==> src/rtl/exu_wb_skid_buffer_if.sv <==
// Handshake bundle between the execute stage, the result skid buffer and write-back.
// master: the pipeline side that drives inputs and out_ready.
// slave:  the buffer itself.
interface exu_wb_skid_buffer_if #(
    parameter int unsigned DATA_W = 32,
    parameter int unsigned RD_W   = 5
);
    logic              in_valid;
    logic              in_ready;
    logic [DATA_W-1:0] in_res;
    logic [DATA_W-1:0] in_pc;
    logic [RD_W-1:0]   in_rd;
    logic              in_wen;

    logic              out_valid;
    logic              out_ready;
    logic [DATA_W-1:0] out_res;
    logic [DATA_W-1:0] out_pc;
    logic [RD_W-1:0]   out_rd;
    logic              out_wen;
    logic [1:0]        out_count;

    modport master (
        output in_valid, in_res, in_pc, in_rd, in_wen, out_ready,
        input  in_ready, out_valid, out_res, out_pc, out_rd, out_wen, out_count
    );

    modport slave (
        input  in_valid, in_res, in_pc, in_rd, in_wen, out_ready,
        output in_ready, out_valid, out_res, out_pc, out_rd, out_wen, out_count
    );
endinterface

==> src/rtl/exu_wb_skid_buffer.sv <==
// Two-entry elastic buffer between the execute ALU and write-back.
// Head (main) register drives out_*; the skid register absorbs one extra result
// so in_ready never depends combinationally on out_ready.
module exu_wb_skid_buffer #(
    parameter int unsigned DATA_W = 32,
    parameter int unsigned RD_W   = 5
) (
    input  logic                 clock,
    input  logic                 rst_n,
    input  logic                 flush,
    exu_wb_skid_buffer_if.slave  bus
);

    typedef enum logic [1:0] {
        StEmpty = 2'd0,
        StOne   = 2'd1,
        StFull  = 2'd2
    } state_e;

    state_e r_state;
    state_e w_state_next;

    logic [DATA_W-1:0] r_main_res, r_main_pc, r_skid_res, r_skid_pc;
    logic [RD_W-1:0]   r_main_rd, r_skid_rd;
    logic              r_main_wen, r_skid_wen;

    logic w_in_fire;
    logic w_out_fire;
    logic w_load_main_in;
    logic w_load_main_skid;
    logic w_load_skid;
    logic w_in_wen;

    // Writes to x0 are architecturally dead; drop the write request at capture.
    assign w_in_wen = bus.in_wen & (bus.in_rd != '0);

    // State register.
    always_ff @(posedge clock or negedge rst_n) begin
        if (!rst_n) begin
            r_state <= StEmpty;
        end else begin
            r_state <= w_state_next;
        end
    end

    // Next state and load strobes; flush overrides every handshake.
    always_comb begin
        w_state_next     = r_state;
        w_load_main_in   = 1'b0;
        w_load_main_skid = 1'b0;
        w_load_skid      = 1'b0;
        w_in_fire        = bus.in_valid & (r_state != StFull);
        w_out_fire       = bus.out_ready & (r_state != StEmpty);
        if (flush) begin
            w_state_next = StEmpty;
        end else begin
            case (r_state)
                StEmpty: begin
                    if (w_in_fire) begin
                        w_load_main_in = 1'b1;
                        w_state_next   = StOne;
                    end
                end
                StOne: begin
                    if (w_in_fire && w_out_fire) begin
                        w_load_main_in = 1'b1;
                    end else if (w_in_fire) begin
                        w_load_skid  = 1'b1;
                        w_state_next = StFull;
                    end else if (w_out_fire) begin
                        w_state_next = StEmpty;
                    end
                end
                StFull: begin
                    if (w_out_fire) begin
                        w_load_main_skid = 1'b1;
                        w_state_next     = StOne;
                    end
                end
                default: w_state_next = StEmpty;
            endcase
        end
    end

    // Head register: loads from the input or promotes the skid entry.
    always_ff @(posedge clock or negedge rst_n) begin
        if (!rst_n) begin
            r_main_res <= '0;
            r_main_pc  <= '0;
            r_main_rd  <= '0;
            r_main_wen <= 1'b0;
        end else if (w_load_main_in) begin
            r_main_res <= bus.in_res;
            r_main_pc  <= bus.in_pc;
            r_main_rd  <= bus.in_rd;
            r_main_wen <= w_in_wen;
        end else if (w_load_main_skid) begin
            r_main_res <= r_skid_res;
            r_main_pc  <= r_skid_pc;
            r_main_rd  <= r_skid_rd;
            r_main_wen <= r_skid_wen;
        end
    end

    // Skid register: only written when the head is stalled and a second result arrives.
    always_ff @(posedge clock or negedge rst_n) begin
        if (!rst_n) begin
            r_skid_res <= '0;
            r_skid_pc  <= '0;
            r_skid_rd  <= '0;
            r_skid_wen <= 1'b0;
        end else if (w_load_skid) begin
            r_skid_res <= bus.in_res;
            r_skid_pc  <= bus.in_pc;
            r_skid_rd  <= bus.in_rd;
            r_skid_wen <= w_in_wen;
        end
    end

    // Outputs decoded from registered state only.
    always_comb begin
        bus.in_ready  = (r_state != StFull);
        bus.out_valid = (r_state != StEmpty);
        bus.out_res   = r_main_res;
        bus.out_pc    = r_main_pc;
        bus.out_rd    = r_main_rd;
        bus.out_wen   = r_main_wen;
        bus.out_count = 2'd0;
        if (r_state == StOne) begin
            bus.out_count = 2'd1;
        end else if (r_state == StFull) begin
            bus.out_count = 2'd2;
        end
    end

endmodule

==> src/flat_wrapper.sv <==
// flat-port wrapper written by rule: the top's interface ports become plain ports
module exu_wb_skid_buffer_flat 
#(
    parameter int unsigned DATA_W = 32,
    parameter int unsigned RD_W   = 5
)
  (clock, rst_n, flush, bus_in_valid, bus_in_res, bus_in_pc, bus_in_rd, bus_in_wen, bus_out_ready, bus_in_ready, bus_out_valid, bus_out_res, bus_out_pc, bus_out_rd, bus_out_wen, bus_out_count);
  exu_wb_skid_buffer_if #(.DATA_W(DATA_W), .RD_W(RD_W)) bus_i ();
  input  logic clock;
  input  logic rst_n;
  input  logic flush;
  input wire logic [$bits(bus_i.in_valid)-1:0] bus_in_valid;
  input wire logic [$bits(bus_i.in_res)-1:0] bus_in_res;
  input wire logic [$bits(bus_i.in_pc)-1:0] bus_in_pc;
  input wire logic [$bits(bus_i.in_rd)-1:0] bus_in_rd;
  input wire logic [$bits(bus_i.in_wen)-1:0] bus_in_wen;
  input wire logic [$bits(bus_i.out_ready)-1:0] bus_out_ready;
  output wire logic [$bits(bus_i.in_ready)-1:0] bus_in_ready;
  output wire logic [$bits(bus_i.out_valid)-1:0] bus_out_valid;
  output wire logic [$bits(bus_i.out_res)-1:0] bus_out_res;
  output wire logic [$bits(bus_i.out_pc)-1:0] bus_out_pc;
  output wire logic [$bits(bus_i.out_rd)-1:0] bus_out_rd;
  output wire logic [$bits(bus_i.out_wen)-1:0] bus_out_wen;
  output wire logic [$bits(bus_i.out_count)-1:0] bus_out_count;
  assign bus_i.in_valid = bus_in_valid;
  assign bus_i.in_res = bus_in_res;
  assign bus_i.in_pc = bus_in_pc;
  assign bus_i.in_rd = bus_in_rd;
  assign bus_i.in_wen = bus_in_wen;
  assign bus_i.out_ready = bus_out_ready;
  assign bus_in_ready = bus_i.in_ready;
  assign bus_out_valid = bus_i.out_valid;
  assign bus_out_res = bus_i.out_res;
  assign bus_out_pc = bus_i.out_pc;
  assign bus_out_rd = bus_i.out_rd;
  assign bus_out_wen = bus_i.out_wen;
  assign bus_out_count = bus_i.out_count;
  exu_wb_skid_buffer #(.DATA_W(DATA_W), .RD_W(RD_W)) u_core (.clock(clock), .rst_n(rst_n), .flush(flush), .bus(bus_i));
endmodule
==> config.mk <==
export PLATFORM = sky130hd
export DESIGN_NAME = exu_wb_skid_buffer_flat
export DESIGN_NICKNAME = d
export VERILOG_FILES = /design/src/rtl/exu_wb_skid_buffer_if.sv /design/src/rtl/exu_wb_skid_buffer.sv /design/src/flat_wrapper.sv
export SDC_FILE = /design/constraint.sdc
export NUM_CORES = 1
export LEC_CHECK = 0
export CELL_PAD_IN_SITES_DETAIL_PLACEMENT = 1
export CELL_PAD_IN_SITES_GLOBAL_PLACEMENT = 1
export CORE_ASPECT_RATIO = 1.5
export CORE_MARGIN = 5
export CORE_UTILIZATION = 42
export DETAILED_ROUTE_END_ITERATION = 6
export GPL_TIMING_DRIVEN = 0
export PLACE_DENSITY_LB_ADDON = 0.25
export SYNTH_ARGS = -nofsm -noshare
export SYNTH_HDL_FRONTEND = slang
export SYNTH_SLANG_ARGS = --single-unit
==> constraint.sdc <==
create_clock -name clock -period 1.85 [get_ports clock]
set_clock_uncertainty 0.1 [all_clocks]
set_input_delay 0.37 -clock clock [delete_from_list [all_inputs] [get_ports clock]]
set_output_delay 0.37 -clock clock [all_outputs]
set_load 0.02 [all_outputs]
-- Word level (Yosys, flattened, before mapping)
Index checks and enable logic that the tools add are counted.
- flip-flop bits (word level): 142
- latch bits: 0
- bits in writable memories: 0
- ROM bits: 0
- output and inout port bits: 74
- word-level logic and storage cells: 52
- memories kept: 0
- $add $sub $neg: 0
- multipliers: 0
- divide/modulo/power cells: 0
- magnitude comparators: 0
- equality and inequality tests: 7
- shift operators: 0
- multiplexer cells: 27
- bitwise gates (word level): 3
- reductions and logical operators: 6
- operator list (operator ; number):
    $mux 32 ; 4
    $mux 2 ; 8
    $mux 1 ; 11
    $mux 5 ; 2
    $ne 3x2->1 const B ; 2
    $pmux 2 s3 ; 1
    $reduce_bool 5->1 ; 1
    $ne 4x2->1 const B ; 1
    $reduce_and 4->1 ; 1
    $reduce_bool 2->1 ; 2
    $and 1x1->1 ; 3
    $ne 3x3->1 const B ; 1
    $eq 2x1->1 const B ; 1
    $eq 2x2->1 const B ; 1
    $logic_not 2->1 ; 1
    $ne 2x2->1 const B ; 1
    $pmux 1 s2 ; 1
    $logic_and 1x1->1 ; 1

-- Depth between registers and ports, before layout
- depth in word-level cells: 7
- mapped depth: 6
- mapped depth without buffers: 5

-- Worst setup path before layout
No wires, ideal clock.
- path kind: register to register
- start: reg u_core.r_state[1]
- end: reg u_core.r_main_res[10] (netlist: u_core.bus.out_res[10])
- library setup time: 125 ps
- arrival: 1639 ps
- data required time: 1625 ps
- slack: -14 ps
- stages on the path, launching flop included: 7
- path buffers: 2
- clock period less this slack: 1864 ps
- cells stage by stage: dfrtp_1 -> nor2b_2 -> a32oi_2 -> nor2_4 -> buf_6 -> buf_6 -> mux2_4
- word-level cells in the longest chain between the ends: 7
- ends and longest elaborated chain (what ; line ; RTL):
    start, declared ; exu_wb_skid_buffer.sv:20 ; state_e r_state;
    start signal, assigned ; exu_wb_skid_buffer.sv:40 ; r_state <= StEmpty;
    start signal, assigned ; exu_wb_skid_buffer.sv:42 ; r_state <= w_state_next;
    $ne 2x2->1 or $reduce_bool 2->1 (tied branches) ; exu_wb_skid_buffer.sv:52, exu_wb_skid_buffer.sv:53 ;
    $and 1x1->1 (on tied branches) ; exu_wb_skid_buffer.sv:52, exu_wb_skid_buffer.sv:53 ;
    $logic_and 1x1->1 ; exu_wb_skid_buffer.sv:65 ; if (w_in_fire && w_out_fire) begin
    $mux 1 ; exu_wb_skid_buffer.sv:65 ;
    $pmux 1 s2 ; exu_wb_skid_buffer.sv:57 ; case (r_state)
    $mux 1 ; exu_wb_skid_buffer.sv:54 ; if (flush) begin
    $mux 32 or $reduce_bool 2->1 (tied branches) ; - ;
    end signal, assigned ; exu_wb_skid_buffer.sv:93 ; r_main_res <= bus.in_res;
    end signal, assigned ; exu_wb_skid_buffer.sv:98 ; r_main_res <= r_skid_res;
    end, declared ; exu_wb_skid_buffer.sv:23 ; logic [DATA_W-1:0] r_main_res, r_main_pc, r_skid_res, r_skid_pc;
Parallel ways exist; a longest one is shown, timed or not.
A chain may end at the register's enable or synchronous reset.

-- Final worst setup path
- start: reg u_core.r_state[1]
- end: reg u_core.r_main_pc[27] (netlist: u_core.bus.out_pc[27])
- word-level cells in the longest chain between the ends: 7
- ends and longest elaborated chain (what ; line ; RTL):
    $ne 2x2->1 or $reduce_bool 2->1 (tied branches) ; exu_wb_skid_buffer.sv:52, exu_wb_skid_buffer.sv:53 ;
    $and 1x1->1 (on tied branches) ; exu_wb_skid_buffer.sv:52, exu_wb_skid_buffer.sv:53 ;
    $logic_and 1x1->1 ; exu_wb_skid_buffer.sv:65 ;
    $mux 1 ; exu_wb_skid_buffer.sv:65 ;
    $pmux 1 s2 ; exu_wb_skid_buffer.sv:57 ;
    $mux 1 ; exu_wb_skid_buffer.sv:54 ;
    $mux 32 or $reduce_bool 2->1 (tied branches) ; - ;
    end signal, assigned ; exu_wb_skid_buffer.sv:94 ; r_main_pc <= bus.in_pc;
    end signal, assigned ; exu_wb_skid_buffer.sv:99 ; r_main_pc <= r_skid_pc;
    end, declared ; exu_wb_skid_buffer.sv:23 ;
Parallel ways exist; a longest one is shown, timed or not.

==> flow_metrics.tcl <==
set metrics [dict create \
    status "finished clean" \
    vias 3924 \
    wl_met1_um 6230 \
    top_layer_used "met4" \
    avgSynthCellArea_sq_um 17.0 \
    power_density_nw_per_um2 1350 \
    hold_viol_final 0 \
    critPathKind "reg2reg" \
    yosysSeqAreaShare_pct 52.5 \
    stdcell_area_sq_um 9310 \
    grt_pass1_wl_um 25100 \
    diodes 0 \
    dp_hpwl_um 11200 \
    port_buffers 147 \
    layout-drive-gt1-share_pct 49.0 \
    maxCapViolCount 0 \
    cp-end-kind "flip-flop" \
    synth_edf_count 0 \
    htree_num_levels 4 \
    drt-total-wl_um 16000 \
    worstMarginPinSlew_ps 735 \
    finalSetupViolCount 0 \
    endpoint "u_core.bus.out_pc[27]" \
    postRouteAntennaNets 0 \
    tritoncts "done" \
    rows 57 \
    dr_wl_met2_um 8590 \
    hp-class "in2reg" \
    drtIter0Drc 125 \
    initial_utilization_pct 42.2 \
    nets 652 \
    clk_path_buf_depth 2 \
    grt_pass1_vias 4553 \
    r2r_start "u_core.r_state[1]" \
    cp.arrival_ps 2040 \
    ir_drop_uv 714 \
    ff2ff_path_depth 6 \
    area_growth_pct 37.5 \
    synthTopCellsByArea "dfrtp_1, mux2_4, mux2_2, buf_6, buf_2" \
    synth_cell_types 24 \
    placeableCoreArea_sq_um 16000 \
    dieHeight_um 165 \
    clk_latency_ps 420 \
    wl_per_cell_um 20.0 \
    total_power_mw 12.5 \
    synth_cells 398 \
    async_flop_share_pct 100 \
    p_int_mw 8.85 \
    fmax_mhz 544 \
    fin_crit_ps 1840 \
    synth_most_common_cell "dfrtp_1" \
    switchingPower_mw 3.68 \
    synth_top_area_share_pct 52.5 \
    switching_share_pct 29.4 \
    drc 0 \
    final_util_pct 58.0 \
    fill_cells 1549 \
    grt_usage_pct 17.3 \
    routabilityCongestion 0.750 \
    vias_per_cell 4.93 \
    crit_required_ps 2050 \
    p_comb_share_pct 33.1 \
    dr.pass1.iters 3 \
    p_leak_nw 4.54 \
    p_clk_share_pct 29.3 \
    cts.reportedPaths.clkPinSlew_ps 70 \
    clock_sinks 142 \
    yosys_warnings 0 \
    slew_viol_final 0 \
    cp_max_fo 10 \
    synth_top_cells_by_count "dfrtp_1, mux2_4, mux2_2" \
    grt_max_degree 76 \
    synth_area_sq_um 6770 \
    antenna_found_initial 0 \
    ys_seq_elements 142 \
    synth-main-ff-cell "dfrtp_1" \
    wl_met3_um 889 \
    grt.overflow.total 0 \
    postSynthNetCount 473 \
    hold_ws_ps 168 \
    io_pins 149 \
    die_w_um 114 \
    grt_setup_unrepaired "yes" \
    multi_input_area_sq_um 3050 \
    die_area_sq_um 18800 \
    root_buffer "clkbuf_16" \
    synth_top_area_cell "dfrtp_1" \
    r2r_setup_slack_ps 10 \
    placed_area_sq_um 8530 \
    slew-limit-headroom_pct 51.0 \
    cp-startpoint "u_core.r_state[1]" \
    start_kind "flip-flop" \
    final.period_utilization_pct 99.3 \
    regArea_sq_um 3560 \
    cts_buffers 17 \
    seqPwrFrac_pct 37.7 \
    r2r_end "u_core.bus.out_pc[27]" \
]
[metrics by stage]
step                      TNS (ps)  setup WS [ps]  cells
after floorplan                  0           69.6    398
after global placement     -840910          -5410    751
after detailed placement    -79570           -785    752
after CTS                    -13.0          -13.0    791
after global routing         -1200          -33.0    796
final                            0           12.6    796
[sequential cells by signal, summed over array words and instances (netlist names)]
signal,flops
u_core.bus.out_res,32
u_core.r_skid_pc,32
u_core.r_skid_res,32
u_core.bus.out_wen,1
u_core.r_state,2
u_core.bus.out_pc,32
u_core.bus.out_rd,5
u_core.r_skid_wen,1
u_core.r_skid_rd,5
[worst max-delay path, cell delays in order, from the launching register on]
cell     delay, ps
dfrtp_2        450
nor2_4         140
nand3_4        120
buf_12         180
buf_8          160
mux2_4         300
mux2_4         260
[power groups by stage]
stage | registers [mW] | clock network, mW | logic, mW
finish | 4.72 | 3.67 | 4.14
global route | 4.85 | 3.93 | 4.38
CTS | 4.74 | 3.76 | 4.17
detailed placement | 4.78 | 0 | 4.55
global placement | 4.71 | 0 | 4.41
floorplan | 5.37 | 0 | 2.02
[cell families (layout without fill, tap and decap cells)]
logic type	count (synthesis)	in the layout	share of synthesized area, %
AND/OR/NAND/NOR	16	16	1.66
flip-flops	142	142	52.5
buffers and inverters	24	216	2.75
multiplexers	210	210	42.4
AO/OA/AOI/OAI	6	6	0.647
[worst min path at each step]
stage / start / end / slack [ps] / cells past startpoint
after floorplan: rst_n / u_core.bus.out_pc[0] / -30 / 0
after global placement: u_core.r_skid_res[15] / u_core.r_skid_res[15] / 390 / 1
after detailed placement: rst_n / u_core.r_skid_res[20] / 350 / 1
after CTS: bus_in_valid / u_core.r_state[1] / 220 / 3
after global routing: bus_in_rd[3] / u_core.r_skid_rd[3] / 170 / 2
final: bus_in_rd[3] / u_core.r_skid_rd[3] / 170 / 2
[metal layers]
layer | up-vias | GRT usage, %
met5 | - | 0
met1 | 2024 | 19.5
li1 | 1782 | -
met2 | 102 | 30.6
met3 | 16 | 5.40
met4 | 0 | 6.29
[cell type report]
| cell class | count | share of cell area [%] |
|---|---|---|
| multi-input cells | 232 | 32.8 |
| flip-flops and latches | 142 | 38.2 |
| clock inverters | 14 | 2.03 |
| clock buffers | 18 | 4.72 |
| well taps | 206 | 2.77 |
| inverters | 2 | 0.0807 |
| plain buffers | 22 | 2.97 |
| repair buffers | 160 | 16.4 |
[repair_timing]
item,4_1_cts,5_1_grt
endpoints found under the hold margin,74,0
pin swaps,1,6
cloned,0,1
endpoints found under the setup margin,212,142
hold buffers,1,0
setup buffers,6,4
gates resized for setup,98,26
[layout by cell type (no fill, tap or decap), types with 4 or more instances in the layout]
cell / instances
clkinv_2: 5
buf_12: 7
nor2_1: 4
mux2_4: 136
mux2_2: 72
clkdlybuf4s50_1: 67
buf_6: 4
buf_4: 8
dlygate4sd2_1: 72
dfrtp_1: 140
buf_8: 7
clkbuf_16: 18
bufinv_16: 4
buf_2: 11
(Power assumes the default switching activity.)
